File: config.mk
export PLATFORM = sky130hd
export DESIGN_NAME = dmem_axil_write_slave_flat
export DESIGN_NICKNAME = d
export VERILOG_FILES = /design/src/rtl/dmem_axil_write_slave_if.sv /design/src/rtl/dmem_axil_write_slave.sv /design/src/flat_wrapper.sv
export SDC_FILE = /design/constraint.sdc
export NUM_CORES = 1
export LEC_CHECK = 0
export BUFFER_PORTS_ARGS = -buffer_cell sky130_fd_sc_hd__buf_2
export CAP_MARGIN = 10
export CELL_PAD_IN_SITES_DETAIL_PLACEMENT = 0
export CELL_PAD_IN_SITES_GLOBAL_PLACEMENT = 1
export CORE_UTILIZATION = 41
export DETAILED_ROUTE_END_ITERATION = 16
export PLACE_DENSITY_LB_ADDON = 0.25
export SYNTH_ARGS = -nofsm -noshare
export SYNTH_HDL_FRONTEND = slang
export SYNTH_SLANG_ARGS = --single-unit
File: constraint.sdc
create_clock -name clk -period 2.7 [get_ports clk]
set_input_delay 0.405 -clock clk [delete_from_list [all_inputs] [get_ports clk]]
set_output_delay 0.405 -clock clk [all_outputs]
set_load 0.01 [all_outputs]
File: src/rtl/dmem_axil_write_slave_if.sv
// AXI4-Lite write-channel bundle (AW, W, B) between the store initiator and
// the data-memory write responder. No read channels are carried here.
interface dmem_axil_write_slave_if #(
    parameter int XLEN = 32
);
    logic              awvalid;
    logic              awready;
    logic [XLEN-1:0]   awaddr;
    logic              wvalid;
    logic              wready;
    logic [XLEN-1:0]   wdata;
    logic [XLEN/8-1:0] wstrb;
    logic              bvalid;
    logic              bready;
    logic [1:0]        bresp;

    // Store initiator side
    modport master (
        output awvalid, awaddr, wvalid, wdata, wstrb, bready,
        input  awready, wready, bvalid, bresp
    );

    // Memory responder side
    modport slave (
        input  awvalid, awaddr, wvalid, wdata, wstrb, bready,
        output awready, wready, bvalid, bresp
    );
endinterface

File: src/rtl/dmem_axil_write_slave.sv
// AXI4-Lite write responder for the data SRAM. AW and W beats are buffered
// independently (one of each); once both are held and no response is
// outstanding, a single byte-enabled word write is issued to the SRAM port
// and a B response is raised. Out-of-window or misaligned addresses get
// SLVERR and never reach the SRAM.
module dmem_axil_write_slave #(
    parameter int              XLEN        = 32,
    parameter int              DEPTH_WORDS = 1024,
    parameter logic [XLEN-1:0] BASE_ADDR   = '0
) (
    input  logic                           clk,
    input  logic                           rstn,
    dmem_axil_write_slave_if.slave         s,
    output logic                           mem_we,
    output logic [$clog2(DEPTH_WORDS)-1:0] mem_waddr,
    output logic [XLEN-1:0]                mem_wdata,
    output logic [XLEN/8-1:0]              mem_wbe
);

    localparam int NB = XLEN / 8;
    localparam int WA = $clog2(DEPTH_WORDS);
    // Byte span of the memory window, one bit wider so the compare cannot wrap
    localparam logic [XLEN:0] SPAN = (XLEN + 1)'(DEPTH_WORDS) << 2;

    localparam logic [1:0] RESP_OKAY   = 2'b00;
    localparam logic [1:0] RESP_SLVERR = 2'b10;

    typedef enum logic {
        ST_IDLE,
        ST_RESP
    } state_t;

    state_t          state_reg;

    // Holding registers and their occupancy flags
    logic            aw_full_reg;
    logic            aw_full_next;
    logic            w_full_reg;
    logic            w_full_next;
    logic            awready_reg;
    logic            wready_reg;
    logic [XLEN-1:0] awaddr_reg;
    logic [XLEN-1:0] wdata_reg;
    logic [NB-1:0]   wstrb_reg;

    // Registered response / SRAM port
    logic            bvalid_reg;
    logic [1:0]      bresp_reg;
    logic            mem_we_reg;
    logic [WA-1:0]   mem_waddr_reg;
    logic [XLEN-1:0] mem_wdata_reg;
    logic [NB-1:0]   mem_wbe_reg;

    logic            aw_take;
    logic            w_take;
    logic            issue;

    // Address decode of the buffered beat
    logic [XLEN-1:0] off;
    logic            addr_below;
    logic            addr_beyond;
    logic            addr_misal;
    logic            err;
    logic [NB-1:0]   lane_we;
    logic            wr_en;

    // Ready comes straight from a register, so valid never feeds ready
    assign aw_take = s.awvalid & awready_reg;
    assign w_take  = s.wvalid & wready_reg;
    // Both beats present and no response pending: this edge is an issue edge
    assign issue   = (state_reg == ST_IDLE) & aw_full_reg & w_full_reg;

    assign off         = awaddr_reg - BASE_ADDR;
    assign addr_below  = awaddr_reg < BASE_ADDR;
    assign addr_beyond = {1'b0, off} >= SPAN;
    assign addr_misal  = awaddr_reg[1:0] != 2'b00;
    assign err         = addr_below | addr_beyond | addr_misal;

    // Per-lane write enable: a lane writes only if strobed and the address decoded
    genvar gi;
    generate
        for (gi = 0; gi < NB; gi++) begin : g_lane
            assign lane_we[gi] = wstrb_reg[gi] & ~err;
        end
    endgenerate

    // An all-zero strobe is a legal no-op write: OKAY but no SRAM pulse
    assign wr_en = |lane_we;

    // Next occupancy: an issue drains both slots; a fill only lands in an empty slot
    always_comb begin
        aw_full_next = aw_full_reg;
        w_full_next  = w_full_reg;
        if (issue) begin
            aw_full_next = 1'b0;
            w_full_next  = 1'b0;
        end
        if (aw_take) begin
            aw_full_next = 1'b1;
        end
        if (w_take) begin
            w_full_next = 1'b1;
        end
    end

    // Occupancy flags and registered readies (readies held low through reset)
    always_ff @(posedge clk) begin
        if (!rstn) begin
            aw_full_reg <= 1'b0;
            w_full_reg  <= 1'b0;
            awready_reg <= 1'b0;
            wready_reg  <= 1'b0;
        end else begin
            aw_full_reg <= aw_full_next;
            w_full_reg  <= w_full_next;
            awready_reg <= ~aw_full_next;
            wready_reg  <= ~w_full_next;
        end
    end

    // Capture the AW payload when the address slot is filled
    always_ff @(posedge clk) begin
        if (!rstn) begin
            awaddr_reg <= '0;
        end else if (aw_take) begin
            awaddr_reg <= s.awaddr;
        end
    end

    // Capture the W payload when the data slot is filled
    always_ff @(posedge clk) begin
        if (!rstn) begin
            wdata_reg <= '0;
            wstrb_reg <= '0;
        end else if (w_take) begin
            wdata_reg <= s.wdata;
            wstrb_reg <= s.wstrb;
        end
    end

    // Issue/response FSM: drives the one-cycle SRAM write and holds B until taken
    always_ff @(posedge clk) begin
        if (!rstn) begin
            state_reg     <= ST_IDLE;
            bvalid_reg    <= 1'b0;
            bresp_reg     <= RESP_OKAY;
            mem_we_reg    <= 1'b0;
            mem_waddr_reg <= '0;
            mem_wdata_reg <= '0;
            mem_wbe_reg   <= '0;
        end else begin
            mem_we_reg <= 1'b0;
            unique case (state_reg)
                ST_IDLE: begin
                    if (aw_full_reg && w_full_reg) begin
                        mem_we_reg    <= wr_en;
                        mem_waddr_reg <= off[2 +: WA];
                        mem_wdata_reg <= wdata_reg;
                        mem_wbe_reg   <= wstrb_reg;
                        bresp_reg     <= err ? RESP_SLVERR : RESP_OKAY;
                        bvalid_reg    <= 1'b1;
                        state_reg     <= ST_RESP;
                    end
                end
                ST_RESP: begin
                    if (bvalid_reg && s.bready) begin
                        bvalid_reg <= 1'b0;
                        state_reg  <= ST_IDLE;
                    end
                end
                default: begin
                    state_reg <= ST_IDLE;
                end
            endcase
        end
    end

    assign s.awready = awready_reg;
    assign s.wready  = wready_reg;
    assign s.bvalid  = bvalid_reg;
    assign s.bresp   = bresp_reg;
    assign mem_we    = mem_we_reg;
    assign mem_waddr = mem_waddr_reg;
    assign mem_wdata = mem_wdata_reg;
    assign mem_wbe   = mem_wbe_reg;

endmodule

File: src/flat_wrapper.sv
// flat-port wrapper written by rule: the top's interface ports become plain ports
module dmem_axil_write_slave_flat 
#(
    parameter int              XLEN        = 32,
    parameter int              DEPTH_WORDS = 1024,
    parameter logic [XLEN-1:0] BASE_ADDR   = '0
)
  (clk, rstn, mem_we, mem_waddr, mem_wdata, mem_wbe, s_awvalid, s_awaddr, s_wvalid, s_wdata, s_wstrb, s_bready, s_awready, s_wready, s_bvalid, s_bresp);
  dmem_axil_write_slave_if #(.XLEN(XLEN)) s_i ();
  input  logic clk;
  input  logic rstn;
  output logic mem_we;
  output logic [$clog2(DEPTH_WORDS)-1:0] mem_waddr;
  output logic [XLEN-1:0] mem_wdata;
  output logic [XLEN/8-1:0] mem_wbe;
  input wire logic [$bits(s_i.awvalid)-1:0] s_awvalid;
  input wire logic [$bits(s_i.awaddr)-1:0] s_awaddr;
  input wire logic [$bits(s_i.wvalid)-1:0] s_wvalid;
  input wire logic [$bits(s_i.wdata)-1:0] s_wdata;
  input wire logic [$bits(s_i.wstrb)-1:0] s_wstrb;
  input wire logic [$bits(s_i.bready)-1:0] s_bready;
  output wire logic [$bits(s_i.awready)-1:0] s_awready;
  output wire logic [$bits(s_i.wready)-1:0] s_wready;
  output wire logic [$bits(s_i.bvalid)-1:0] s_bvalid;
  output wire logic [$bits(s_i.bresp)-1:0] s_bresp;
  assign s_i.awvalid = s_awvalid;
  assign s_i.awaddr = s_awaddr;
  assign s_i.wvalid = s_wvalid;
  assign s_i.wdata = s_wdata;
  assign s_i.wstrb = s_wstrb;
  assign s_i.bready = s_bready;
  assign s_awready = s_i.awready;
  assign s_wready = s_i.wready;
  assign s_bvalid = s_i.bvalid;
  assign s_bresp = s_i.bresp;
  dmem_axil_write_slave #(.XLEN(XLEN), .DEPTH_WORDS(DEPTH_WORDS), .BASE_ADDR(BASE_ADDR)) u_core (.clk(clk), .rstn(rstn), .s(s_i), .mem_we(mem_we), .mem_waddr(mem_waddr), .mem_wdata(mem_wdata), .mem_wbe(mem_wbe));
endmodule
Word level (Yosys, flattened, before mapping)
Cells that the tools add are included.
{ "op_classes": {"magnitude_cmp": 2, "n_eq_ne": 2, "mux": 11, "bitwise": 16, "n_reduce_logical": 7} }
{ "ops": {"columns": ["op", "n"], "rows": [
  ["greater-or-equal comparator 32 x 13 -> 1 bit, second input constant", 1],
  ["less-than comparator 32 x 1 -> 1 bit, second input constant", 1],
  ["AND 1 bit", 8],
  ["two-way mux 1 bit", 8],
  ["inverter 1 bit", 6],
  ["inequality test 2 bit, second input constant", 2],
  ["case mux 1 bit (2 select lines)", 2],
  ["AND reduction 2 bit", 2],
  ["OR reduction 4 bit", 1],
  ["OR reduction 3 bit", 1],
  ["logical AND 1 bit", 2],
  ["two-way mux 2 bit", 1],
  ["OR 1 bit", 2],
  ["nonzero test 2 bit", 1]
]} }
{ "word_totals": {"ff_bits": 123, "input_bits": 73} }

Depth between registers and ports, before layout
{ "logic_depth": {"ltp_word": 6, "depth_mapped": 5, "mapped_depth_nobuf": 3} }

Worst setup path after synthesis
OpenSTA, ideal clock, no wires.
{ "synth_timing": {"path_kind": "input to register", "startpoint": "input port s_wvalid", "endpoint": "register u_core.wdata_reg[10]", "arrival_time_ps": 1059, "path_slack_ps": 1566, "path_stages": 4, "n_path_buf": 1, "path_cell_list": "nand2_1 clkbuf_1 nand2_1 a21boi_0"} }
{ "synth_between": {"elab_chain_cells": 1} }
{ "synth_rtl": {"columns": ["element", "line", "text"], "rows": [
  ["start, declared", "flat_wrapper.sv:18", "input wire logic [$bits(s_i.wvalid)-1:0] s_wvalid;"],
  ["AND 1 bit", "dmem_axil_write_slave.sv:69", "assign w_take = s.wvalid & wready_reg;"],
  ["end signal, assigned", "dmem_axil_write_slave.sv:136", "wdata_reg <= s.wdata;"],
  ["end, declared", "dmem_axil_write_slave.sv:43", "logic [XLEN-1:0] wdata_reg;"]
]} }
Every way passes these cells.
A chain may end at the register's enable or synchronous reset.

Worst setup path in the final report
{ "layout_timing": {"startpoint": "register u_core.state_reg", "endpoint": "register u_core.mem_wdata_reg[18], in the netlist u_core.mem_wdata[18]"} }
{ "layout_between": {"elab_chain_cells": 2} }
{ "layout_rtl": {"columns": ["element", "line", "text"], "rows": [
  ["start, declared", "dmem_axil_write_slave.sv:33", "state_t state_reg;"],
  ["start signal, assigned", "dmem_axil_write_slave.sv:144", "state_reg <= ST_IDLE;"],
  ["start signal, assigned", "dmem_axil_write_slave.sv:162", "state_reg <= ST_RESP;"],
  ["start signal, assigned", "dmem_axil_write_slave.sv:168", "state_reg <= ST_IDLE;"],
  ["inverter 1 bit", null, null],
  ["AND reduction 2 bit (no source line)", null, null],
  ["end signal, assigned", "dmem_axil_write_slave.sv:158", "mem_wdata_reg <= wdata_reg;"],
  ["end, declared", "dmem_axil_write_slave.sv:51", "logic [XLEN-1:0] mem_wdata_reg;"]
]} }
Every way passes these cells.

==> metrics.yaml <==
status: "finished, final reports clean"
fmax_mhz: 653
final_common_cell: "nand2_1"
setup_viol: 0
drive_gt1_frac: 0.248
area_growth_pct: 26.9
vdd_ir_drop_max_mv: 0.305
arrival_ps: 1970
ys_seq_area_frac: 0.537
whs_endpoint: "u_core.awaddr_reg[6]"
drt-wirelength-per-cell_um: 12.8
cts_root_buf: "clkbuf_8"
drv.max_cap_violation_count: 0
worst_hold_startpoint: "s_awaddr[6]"
ctsResizeCount: 0
clockPowerShare: 0.482
path_buf_inv: 1
pre_cts_slack_ps: 1040
internal-power_mw: 3.22
first_iter_violations: 133
placeableCoreArea_um2: 10800
antennaDiodeCount: 0
power_frac_seq: 0.456
worst-path-max-fanout: 29
first_pass_iters: 4
grt_pass1_vias: 3637
place_area_um2: 5250
slew_headroom: 0.513
yosys_register_bits: 122
vias: 3779
postCtsHoldBufs: 0
critPathTopFamily: "simple AND/OR/NAND/NOR gates"
synth_cell_types: 24
dp_hpwl_um: 6740
startpoint_type: "register"
antenna_left: 0
reg2reg_slack_ps: 1170
initial_core_util: 0.420
wl_um: 10300
die_area_um2: 11500
fin_skew_ps: 6.18
antenna_found_initial: 0
fillers: 1046
worstReg2RegEnd: "u_core.mem_wdata[18]"
io_pins: 125
cts_setup_buffers: 0
fin_ws_ps: 1170
fin_nets: 722
clk_latency_ps: 520
clk_pin_slew_ps: 50
r2r_cells: 4
end_kind: "register"
die_h_um: 107
cts_sinks: 122
cts_buffers: 17
setup_tns_ps: 0
slew_violations: 0
synth_nets: 609
min_period_over_period: 0.567
layout_common_cells: "nand2_1, buf_2, dfxtp_1"
drc: 0
netlist.area_leader.share: 0.537
hold_depth: 3
p_switching_mw: 0.925
postSynthCellCount: 536
async_flop_share: 0
track_usage: 0.195
cpPeakStageDelay_ps: 630
avgViaCountPerCell: 4.72
place_congestion: 0.755
rsz0062_at_grt: "false"
cts_tree: "built"
worstSetupPathType: "reg -> reg"
syn_area_per_cell_um2: 8.49
die_width_um: 107
gr-total-overflow: 0
hold_path.class: "in -> reg"
syn_area_um2: 4550
synth_edf_count: 0
power_density_nw_per_um2: 718
comb_power_share: 0.062
p_sw_frac: 0.223
critical_path_required_ps: 3140
grt_pass1_wl_um: 17200
p_leak_nw: 2.34
synth_flop_cell: "dfxtp_1"
tightest_slew_ps: 730
htreeDepth: 4
crit_chain: "and3b_2, buf_4, nand2_1, a21boi_1"
clk_path_buf_depth: 2
reg2reg_from: "u_core.state_reg"
synth_top_area_cell: "dfxtp_1"
hold_viol: 0
synthTopCellsByArea: "dfxtp_1, nand2_1, a21boi_0"
num_rows: 38
critPathSlowestCell: "and3b_2"
layout_min_cycle_time_ps: 1530
final_cell_area_um2: 5770
io_buffer_count: 123
timing.hold.ws_ps: 133
grt_max_degree: 55
synth_warnings: 0
how the worst max path moves through the flow:
| stage | from | endpoint | slack, ps | depth (start not counted) |
|---|---|---|---|---|
| 2_1_floorplan | s_wvalid | u_core.wdata_reg[10] | 1570 | 4 |
| 3_3_place_gp | rstn | u_core.wdata_reg[31] | 1110 | 3 |
| 3_5_place_dp | rstn | u_core.wdata_reg[2] | 1040 | 3 |
| 4_1_cts | u_core.state_reg | u_core.mem_wdata[18] | 1140 | 4 |
| 5_1_grt | u_core.state_reg | u_core.mem_waddr[5] | 1030 | 4 |
| 6_report | u_core.state_reg | u_core.mem_wdata[18] | 1170 | 4 |
power by group through the flow:
stage               Combinational, mW  Sequential, mW  Clock, mW
floorplan                       0.156            1.92          0
global placement                0.256            1.93          0
detailed placement              0.260            1.93          0
CTS                             0.261            1.89       2.04
global route                    0.290            1.90       2.13
finish                          0.257            1.89       2.00
kinds of logic after synthesis:
| kind of cell | after synthesis | share of synthesized area |
|---|---|---|
| simple gates | 254 | 0.225 |
| flops | 122 | 0.537 |
| compound gates | 120 | 0.195 |
| buf+inv | 39 | 0.0423 |
| other cells | 1 | 0.000824 |
worst min-delay path, cell delays in order:
cell	delay [ps]
buf_2	90
nand2_1	40
a21boi_0	60
synth_stat cells, types with 2 or more instances:
library cell / n
nor2b_1: 4
buf_4: 2
nand2_1: 232
buf_6: 2
and2_1: 4
a21boi_0: 67
a21oi_1: 4
dfxtp_1: 122
buf_2: 19
nor4_1: 6
clkbuf_1: 15
a21boi_1: 47
metrics by stage:
| step | util | total power [mW] | std cells |
|---|---|---|---|
| floorplan | - | 2.08 | 536 |
| global placement | 0.484 | 2.18 | 770 |
| detailed placement | 0.484 | 2.19 | 770 |
| CTS | 0.533 | 4.19 | 800 |
| global route | 0.533 | 4.31 | 800 |
| finish | 0.533 | 4.15 | 800 |
metal layers:
layer / vias to the layer above / track usage / wire (um)
met2: 95 / 0.304 / 4530
li1: 1956 / - / -
met3: 15 / 0.0630 / 562
met5: - / 0 / 0
met1: 1713 / 0.246 / 5000
met4: 0 / 0.0881 / 164
layout make-up:
type / count / area [um^2] / area share
Timing Repair Buffer: 133 / 716 / 0.124
Clock inverter: 9 / 75.1 / 0.0130
Multi-Input combinational cell: 375 / 1920 / 0.332
Clock buffer: 21 / 449 / 0.0778
Tap cell: 140 / 175 / 0.0303
Sequential cell: 122 / 2440 / 0.423
No activity file was read; power rests on OpenSTA's default activity.
